==> src/rtl/trap_controller_if.sv <==
// trap_controller_if: signal bundle between the core (master) and the
// machine-mode trap controller (slave).
//   Decoder side : Int, IntData, IntAck, TrapExit, CurrentPC
//   Interrupt    : ExtIrq
//   CSR unit     : MtvecWe, MtvecData, MieWe, MieData
//   Fetch        : PcSetEn, PcSetValue
//   CSR readback : Mepc, Mcause, Mtvec, Mie
interface trap_controller_if;
  logic        Int;
  logic [31:0] IntData;
  logic        IntAck;
  logic        TrapExit;
  logic        ExtIrq;
  logic [31:0] CurrentPC;
  logic        MtvecWe;
  logic [31:0] MtvecData;
  logic        MieWe;
  logic        MieData;
  logic        PcSetEn;
  logic [31:0] PcSetValue;
  logic [31:0] Mepc;
  logic [31:0] Mcause;
  logic [31:0] Mtvec;
  logic        Mie;

  modport master (
    output Int, IntData, TrapExit, ExtIrq, CurrentPC,
           MtvecWe, MtvecData, MieWe, MieData,
    input  IntAck, PcSetEn, PcSetValue, Mepc, Mcause, Mtvec, Mie
  );

  modport slave (
    input  Int, IntData, TrapExit, ExtIrq, CurrentPC,
           MtvecWe, MtvecData, MieWe, MieData,
    output IntAck, PcSetEn, PcSetValue, Mepc, Mcause, Mtvec, Mie
  );
endinterface

==> src/rtl/trap_controller.sv <==
// trap_controller: machine-mode trap responder for the RV32 core.
// Accepts decoder exceptions (Int/IntData, acknowledged by IntAck) and one
// level-sensitive external interrupt (ExtIrq, gated by Mie), saves
// Mepc/Mcause, redirects fetch to Mtvec, and on TrapExit (mret) redirects
// fetch back to Mepc. Owns mstatus.MIE (Mie) and MPIE.
// Ports:
//   Clk   - core clock, rising edge
//   Reset - synchronous, active-high
//   bus   - trap_controller_if.slave (decoder, CSR, fetch and readback signals)
// Parameters:
//   RESET_MTVEC - Mtvec after reset
//   EXT_CAUSE   - Mcause written for an external interrupt
// Build option:
//   TRAP_VECTORED_EN - Mtvec[1:0] writable; mode 01 vectors interrupts to
//                      base + 4*cause. Undefined: every trap goes to base.
module trap_controller #(
  parameter logic [31:0] RESET_MTVEC = 32'h0000_0000,
  parameter logic [31:0] EXT_CAUSE   = 32'h8000_000B
) (
  input logic            Clk,
  input logic            Reset,
  trap_controller_if.slave bus
);

  localparam logic [1:0] IDLE    = 2'd0;
  localparam logic [1:0] ENTER   = 2'd1;
  localparam logic [1:0] HANDLER = 2'd2;
  localparam logic [1:0] EXIT    = 2'd3;

  logic [1:0]  state;
  logic        mpie;

  logic        canTake;
  logic        take;
  logic [31:0] takeCause;
  logic [31:0] baseTarget;
  logic [31:0] enterTarget;
  logic [31:0] mtvecNext;

  always_comb begin
    canTake    = (state == IDLE) || (state == HANDLER);
    take       = canTake && (bus.Int || (bus.ExtIrq && bus.Mie));
    takeCause  = bus.Int ? bus.IntData : EXT_CAUSE;
    // Target uses the current (pre-write) Mtvec so a same-cycle CSR write
    // does not affect the trap being taken.
    baseTarget  = {bus.Mtvec[31:2], 2'b00};
    enterTarget = baseTarget;
`ifdef TRAP_VECTORED_EN
    if ((bus.Mtvec[1:0] == 2'b01) && takeCause[31])
      enterTarget = baseTarget + {takeCause[29:0], 2'b00};
    mtvecNext = bus.MtvecData;
`else
    mtvecNext      = bus.MtvecData;
    mtvecNext[1:0] = 2'b00;
`endif
  end

  always_ff @(posedge Clk) begin
    if (Reset) begin
      state          <= IDLE;
      mpie           <= 1'b0;
      bus.IntAck     <= 1'b0;
      bus.PcSetEn    <= 1'b0;
      bus.PcSetValue <= '0;
      bus.Mepc       <= '0;
      bus.Mcause     <= '0;
      bus.Mtvec      <= RESET_MTVEC;
      bus.Mie        <= 1'b0;
    end else begin
      bus.IntAck  <= 1'b0;
      bus.PcSetEn <= 1'b0;
      if (bus.MtvecWe) bus.Mtvec <= mtvecNext;
      // Software Mie write; overridden below by take/exit updates.
      if (bus.MieWe) bus.Mie <= bus.MieData;
      case (state)
        IDLE, HANDLER: begin
          if (take) begin
            state          <= ENTER;
            bus.Mepc       <= bus.CurrentPC;
            bus.Mcause     <= takeCause;
            mpie           <= bus.Mie;
            bus.Mie        <= 1'b0;
            bus.IntAck     <= bus.Int;
            bus.PcSetEn    <= 1'b1;
            bus.PcSetValue <= enterTarget;
          end else if (bus.TrapExit) begin
            state          <= EXIT;
            bus.Mie        <= mpie;
            mpie           <= 1'b1;
            bus.PcSetEn    <= 1'b1;
            bus.PcSetValue <= bus.Mepc;
          end
        end
        ENTER:   state <= HANDLER;
        EXIT:    state <= IDLE;
        default: state <= IDLE;
      endcase
    end
  end

endmodule

==> src/flat_wrapper.sv <==
// flat-port wrapper written by rule: the top's interface ports become plain ports
module trap_controller_flat 
#(
  parameter logic [31:0] RESET_MTVEC = 32'h0000_0000,
  parameter logic [31:0] EXT_CAUSE   = 32'h8000_000B
)
  (Clk, Reset, bus_Int, bus_IntData, bus_TrapExit, bus_ExtIrq, bus_CurrentPC, bus_MtvecWe, bus_MtvecData, bus_MieWe, bus_MieData, bus_IntAck, bus_PcSetEn, bus_PcSetValue, bus_Mepc, bus_Mcause, bus_Mtvec, bus_Mie);
  trap_controller_if bus_i ();
  input logic Clk;
  input logic Reset;
  input wire logic [$bits(bus_i.Int)-1:0] bus_Int;
  input wire logic [$bits(bus_i.IntData)-1:0] bus_IntData;
  input wire logic [$bits(bus_i.TrapExit)-1:0] bus_TrapExit;
  input wire logic [$bits(bus_i.ExtIrq)-1:0] bus_ExtIrq;
  input wire logic [$bits(bus_i.CurrentPC)-1:0] bus_CurrentPC;
  input wire logic [$bits(bus_i.MtvecWe)-1:0] bus_MtvecWe;
  input wire logic [$bits(bus_i.MtvecData)-1:0] bus_MtvecData;
  input wire logic [$bits(bus_i.MieWe)-1:0] bus_MieWe;
  input wire logic [$bits(bus_i.MieData)-1:0] bus_MieData;
  output wire logic [$bits(bus_i.IntAck)-1:0] bus_IntAck;
  output wire logic [$bits(bus_i.PcSetEn)-1:0] bus_PcSetEn;
  output wire logic [$bits(bus_i.PcSetValue)-1:0] bus_PcSetValue;
  output wire logic [$bits(bus_i.Mepc)-1:0] bus_Mepc;
  output wire logic [$bits(bus_i.Mcause)-1:0] bus_Mcause;
  output wire logic [$bits(bus_i.Mtvec)-1:0] bus_Mtvec;
  output wire logic [$bits(bus_i.Mie)-1:0] bus_Mie;
  assign bus_i.Int = bus_Int;
  assign bus_i.IntData = bus_IntData;
  assign bus_i.TrapExit = bus_TrapExit;
  assign bus_i.ExtIrq = bus_ExtIrq;
  assign bus_i.CurrentPC = bus_CurrentPC;
  assign bus_i.MtvecWe = bus_MtvecWe;
  assign bus_i.MtvecData = bus_MtvecData;
  assign bus_i.MieWe = bus_MieWe;
  assign bus_i.MieData = bus_MieData;
  assign bus_IntAck = bus_i.IntAck;
  assign bus_PcSetEn = bus_i.PcSetEn;
  assign bus_PcSetValue = bus_i.PcSetValue;
  assign bus_Mepc = bus_i.Mepc;
  assign bus_Mcause = bus_i.Mcause;
  assign bus_Mtvec = bus_i.Mtvec;
  assign bus_Mie = bus_i.Mie;
  trap_controller #(.RESET_MTVEC(RESET_MTVEC), .EXT_CAUSE(EXT_CAUSE)) u_core (.Clk(Clk), .Reset(Reset), .bus(bus_i));
endmodule
==> config.mk <==
export PLATFORM = sky130hd
export DESIGN_NAME = trap_controller_flat
export DESIGN_NICKNAME = d
export VERILOG_FILES = /design/src/rtl/trap_controller_if.sv /design/src/rtl/trap_controller.sv /design/src/flat_wrapper.sv
export SDC_FILE = /design/constraint.sdc
export NUM_CORES = 1
export LEC_CHECK = 0
export ABC_AREA = 1
export CAP_MARGIN = 20
export CORE_UTILIZATION = 40
export CTS_BUF_LIST = sky130_fd_sc_hd__clkbuf_8 sky130_fd_sc_hd__clkbuf_16
export DETAILED_ROUTE_END_ITERATION = 16
export GPL_ROUTABILITY_DRIVEN = 0
export HOLD_SLACK_MARGIN = 0.08
export PLACE_DENSITY = 0.83
export SLEW_MARGIN = 10
export SYNTH_ARGS = -nofsm -noshare
export SYNTH_HDL_FRONTEND = slang
export SYNTH_SLANG_ARGS = --single-unit
==> constraint.sdc <==
create_clock -name Clk -period 1.59 [get_ports Clk]
set_clock_uncertainty 0.15 [all_clocks]
set_input_delay 0.2385 -clock Clk [delete_from_list [all_inputs] [get_ports Clk]]
set_output_delay 0.2385 -clock Clk [all_outputs]
set_load 0.01 [all_outputs]
* Yosys cells after proc, flatten, opt, wreduce, memory -nomap -nowiden
Index checks and enable logic that the tools add are counted.
** Word-level totals
- Bits of input ports :: 104
- Output and inout port bits :: 131
- Logic and storage cells :: 40
- Register bits :: 132
** Operators by class
- Muxes and demuxes :: 14
- Bitwise operators :: 2
- Equality and inequality tests :: 4
- Reduce and logical (&&, ||, !) cells :: 11
** Operators by type and width (count)
- 2-to-1 mux 32 bit :: 3
- 2-to-1 mux 1 bit :: 8
- one-hot mux 2 bit (3 select lines) :: 1
- equality test 2 bit (second input constant) :: 2
- 2-to-1 mux 2 bit :: 2
- AND reduction 2 bit :: 2
- OR reduction 2 bit :: 2
- != test 3 x 2 -> 1 bit (second input constant) :: 1
- OR reduction 3 bit :: 1
- equality test 2 x 1 -> 1 bit (second input constant) :: 1
- logical AND 1 bit :: 2
- zero test 2 bit :: 1
- logical OR 1 bit :: 2
- inverter 1 bit :: 2
- nonzero test 2 bit :: 1

* Longest topological paths before layout
- Depth after elaboration :: 5
- Depth in mapped cells :: 9
- Gate-level depth less buffers :: 7

* Worst setup path after synthesis
Ideal clock, no wire load.
- Kind :: reg-to-reg
- Start point :: register u_core.bus.Mie
- End point :: register u_core.bus.PcSetValue[29]
- Path buffers :: 2
- Data required time :: 1.329 ns
- Arrival :: 1.090 ns
- Slack :: 0.239 ns
- Period minus slack after synthesis :: 1.351 ns
- Setup time :: 0.111 ns
- Cell stages (with the launch flop) :: 10
- Cell sequence :: dfxtp_1 > nand2_2 > nand2_2 > nand2_2 > buf_6 > buf_4 > o21ai_0 > nand2_1 > inv_1 > nor2_1
** On the way
- Cells in the longest elaborated chain, start to end :: 5
- Elaborated cells on any way between the ends :: 6
- Those cells by class :: 1 x mux; 5 x reduce/logical
** Ends and longest elaborated chain
- start, declared :: RTL line trap_controller_if.sv:35 : output IntAck, PcSetEn, PcSetValue, Mepc, Mcause, Mtvec, Mie
- start signal, assigned :: RTL line trap_controller.sv:74 : if (bus.MieWe) bus.Mie <= bus.MieData;
- start signal, assigned :: RTL line trap_controller.sv:88 : bus.Mie <= mpie;
- logical AND 1 bit * :: RTL line trap_controller.sv:42 : take = canTake && (bus.Int || (bus.ExtIrq && bus.Mie));
- logical OR 1 bit * :: RTL line trap_controller.sv:42
- logical AND 1 bit * :: RTL line trap_controller.sv:42
- nonzero test 2 bit (no source line)
- AND reduction 2 bit (no source line)
- end signal, assigned :: RTL line trap_controller.sv:85 : bus.PcSetValue <= enterTarget;
- end signal, assigned :: RTL line trap_controller.sv:91 : bus.PcSetValue <= bus.Mepc;
- end, declared :: RTL line trap_controller_if.sv:35
Every way passes the cells marked *; elsewhere a longest branch is shown, timed or not.
A chain may end at the register's enable or synchronous reset.

* Worst setup path in the final report
- Start point :: register u_core.bus.Mepc[3]
- End point :: output bus_Mepc[3]
** RTL lines
- start, declared :: RTL line trap_controller_if.sv:35
- start signal, assigned :: RTL line trap_controller.sv:79 : bus.Mepc <= bus.CurrentPC;
- end, declared :: RTL line flat_wrapper.sv:23 : output wire logic [$bits(bus_i.Mepc)-1:0] bus_Mepc;
No word-level cell between the ends.

==> reports/qor.yml <==
clock_tree:
  cts_buffer_depth: 2
  holdBufCountCts: 0
  post_cts_resize_count: 129
  worstSkewPairLatency_ns: 0.42
  root_buffer: "clkbuf_16"
  cts_tree: "built"
  cts.clk_slew.worst_paths_ns: 0.06
  cts_setup_buffers: 0
  cts_max_level: 4
  cts_buffers: 17
  clock-sinks: 131
worst_setup_path:
  critPathMaxFanout: 3
  critical_path.top_delay_family: "flip-flops"
  cpMaxStageDelayCell: "dfxtp_1"
  required_ns: 1.20
  startpoint_type: "register"
  path_class: "reg2out"
  end_kind: "output pin"
  crit_arrival_ns: 1.09
  reg2reg_slack_ns: 0.16
  slowest_delay_ns: 0.36
  worst-path-buf-inv: 1
  crit_chain: "dlygate4sd2_1"
yosys:
  synth_ff_type: "dfxtp_1"
  yosys.cell_count.top_type: "nand2_1"
  syn_area_mm2: 0.005355
  synth_edf_count: 0
  synthTopCellsByCount: "nand2_1 (196), dfxtp_1 (131), nor2_1 (100)"
  yosysWarnings: 0
  synth_top_cell_area_share_pct: 48.97
  ys_top_cells_by_area: "dfxtp_1 (49%), nand2_1 (14%), nor2_1 (7.0%)"
  synth-seq-area-share_pct: 48.97
  synthCells: 737
  syn_area_per_cell_um2: 7.266
  synth.ff_latch_count: 131
  postSynth.asyncResetShare_pct: 0
  ys_types: 21
  synth_top_cell_by_area: "dfxtp_1"
job:
  drv_cap: 0
route:
  drt-total-wl_mm: 16.19
  drt-pass1-iter-count: 4
  wl_per_cell_um: 14.13
  ant_nets: 0
  drc: 0
  vias: 5371
  drtIter0Drc: 192
  vias_per_cell: 4.687
timing:
  fin_crit_ns: 1.482
  setup_viol: 0
  rsz0062_at_grt: "no"
  slew_headroom_pct: 58.19
  hold_slack_ns: 0.1911
  final.setup.worst_slack_ns: 0.1083
  tightestPinTransition_ns: 0.6271
  hold_violations: 0
  finalMaxSlewViolations: 0
  period_share_pct: 93.19
  fmax_mhz: 674.9
global_route:
  antenna_found_initial: 0
  grt-ovfl-total: 0
  grt_first_pass_wirelength_mm: 26.56
  grt_max_degree: 70
  grt_usage_pct: 24.36
  first_global_vias: 5345
placed_design:
  pre_cts_ws_ns: -0.1374
  dp_hpwl_mm: 11.08
  io_buffer_count: 230
floorplanning:
  rows: 41
  chipHeight_um: 117.7
  core_mm2: 0.01282
  start_util_pct: 41.76
  die_area_mm2: 0.01385
  die_w_um: 117.7
  boundaryPins: 235
layout:
  antenna_cells: 0
  areaGrowthSynthToFinish_pct: 56.73
  drive_gt1_share_pct: 11.29
  num-nets-final: 1066
pwr:
  peakVddDrop_uv: 664.1
  powerDensity_mw_per_mm2: 1129
  leakagePower_nw: 4.164
outcome:
  outcome: "finished clean"
min_path:
  hp-class: "in2reg"
layout make-up:
| class | count | area (um2) |
|---|---|---|
| multi-input combinational | 487 | 2195 |
| fill | 1188 | 4432 |
| timing repair buffer | 255 | 2449 |
| inverter | 70 | 267.8 |
| clock inverter | 9 | 150.1 |
| tap | 172 | 215.2 |
| sequential | 131 | 2623 |
| clock buffer | 22 | 494.2 |
tightest hold or removal path: stages:
cell and delay, ns:
buf_2 0.10, inv_2 0.05, nand3_1 0.07, inv_1 0.06, buf_12 0.16
worst paths after layout:
check,startpoint,endpoint,cells after the start
worst min-delay path,Reset,u_core.bus.IntAck,5
worst max register to register,u_core.state[0],u_core.bus.Mcause[6],7
worst max-delay path,u_core.bus.Mepc[3],bus_Mepc[3],1
worst min register to register,u_core.mpie,u_core.mpie,2
cells by family (layout without fill, tap and decap cells):
group,count (synthesis),after routing,share of synthesized area [%]
other,1,2,0.07003
flip-flops,131,131,48.97
buffers and inverters,120,356,10.21
AND/OR/NAND/NOR,383,383,29.46
AO/OA/AOI/OAI,102,102,11.28
cells in the final DEF (no fill, tap or decap), drive strengths merged:
cell type	count
nand2	220
dfxtp	131
dlygate4sd2	129
nor2	100
clkdlybuf4s50	100
inv	69
o21ai	66
nand3	62
a21oi	36
buf	26
clkbuf	22
bufinv	4
clkinv	4
conb	2
clkinvlp	2
nand4	1
state kept, by name (all words and copies together) (netlist names):
signal / flops
u_core.bus.PcSetValue: 32
u_core.state: 1
u_core.bus.Mcause: 32
u_core.bus.IntAck: 1
u_core.bus.PcSetEn: 1
u_core.bus.Mie: 1
u_core.mpie: 1
u_core.bus.Mepc: 32
u_core.bus.Mtvec: 30
power breakdown:
| part | internal, mW | total [mW] | switching [mW] |
|---|---|---|---|
| Sequential | 3.53 | 3.66 | 0.139 |
| Clock | 2.81 | 4.22 | 1.41 |
| Combinational | 0.761 | 1.59 | 0.830 |
through the flow:
stage / power [mW] / cell area (um2) / cells / TNS [ns] / util, %
after floorplan: 4.522 / 5359 / 738 / 0 / -
after global placement: 5.459 / 7910 / 1115 / -5.866 / 61.68
after detailed placement: 5.491 / 7910 / 1115 / -7.764 / 61.68
after CTS: 9.554 / 8393 / 1146 / 0 / 65.44
after global routing: 9.898 / 8393 / 1146 / 0 / 65.44
final: 9.476 / 8393 / 1146 / 0 / 65.44
routing by layer:
layer,routed length (um),track usage [%],up-vias
met5,0,0,-
met3,962,6.347,44
met4,582,12.74,0
li1,-,-,2734
met1,6752,27.61,2404
met2,7892,41.84,189
Note: power is estimated with default switching activity, not from simulation.
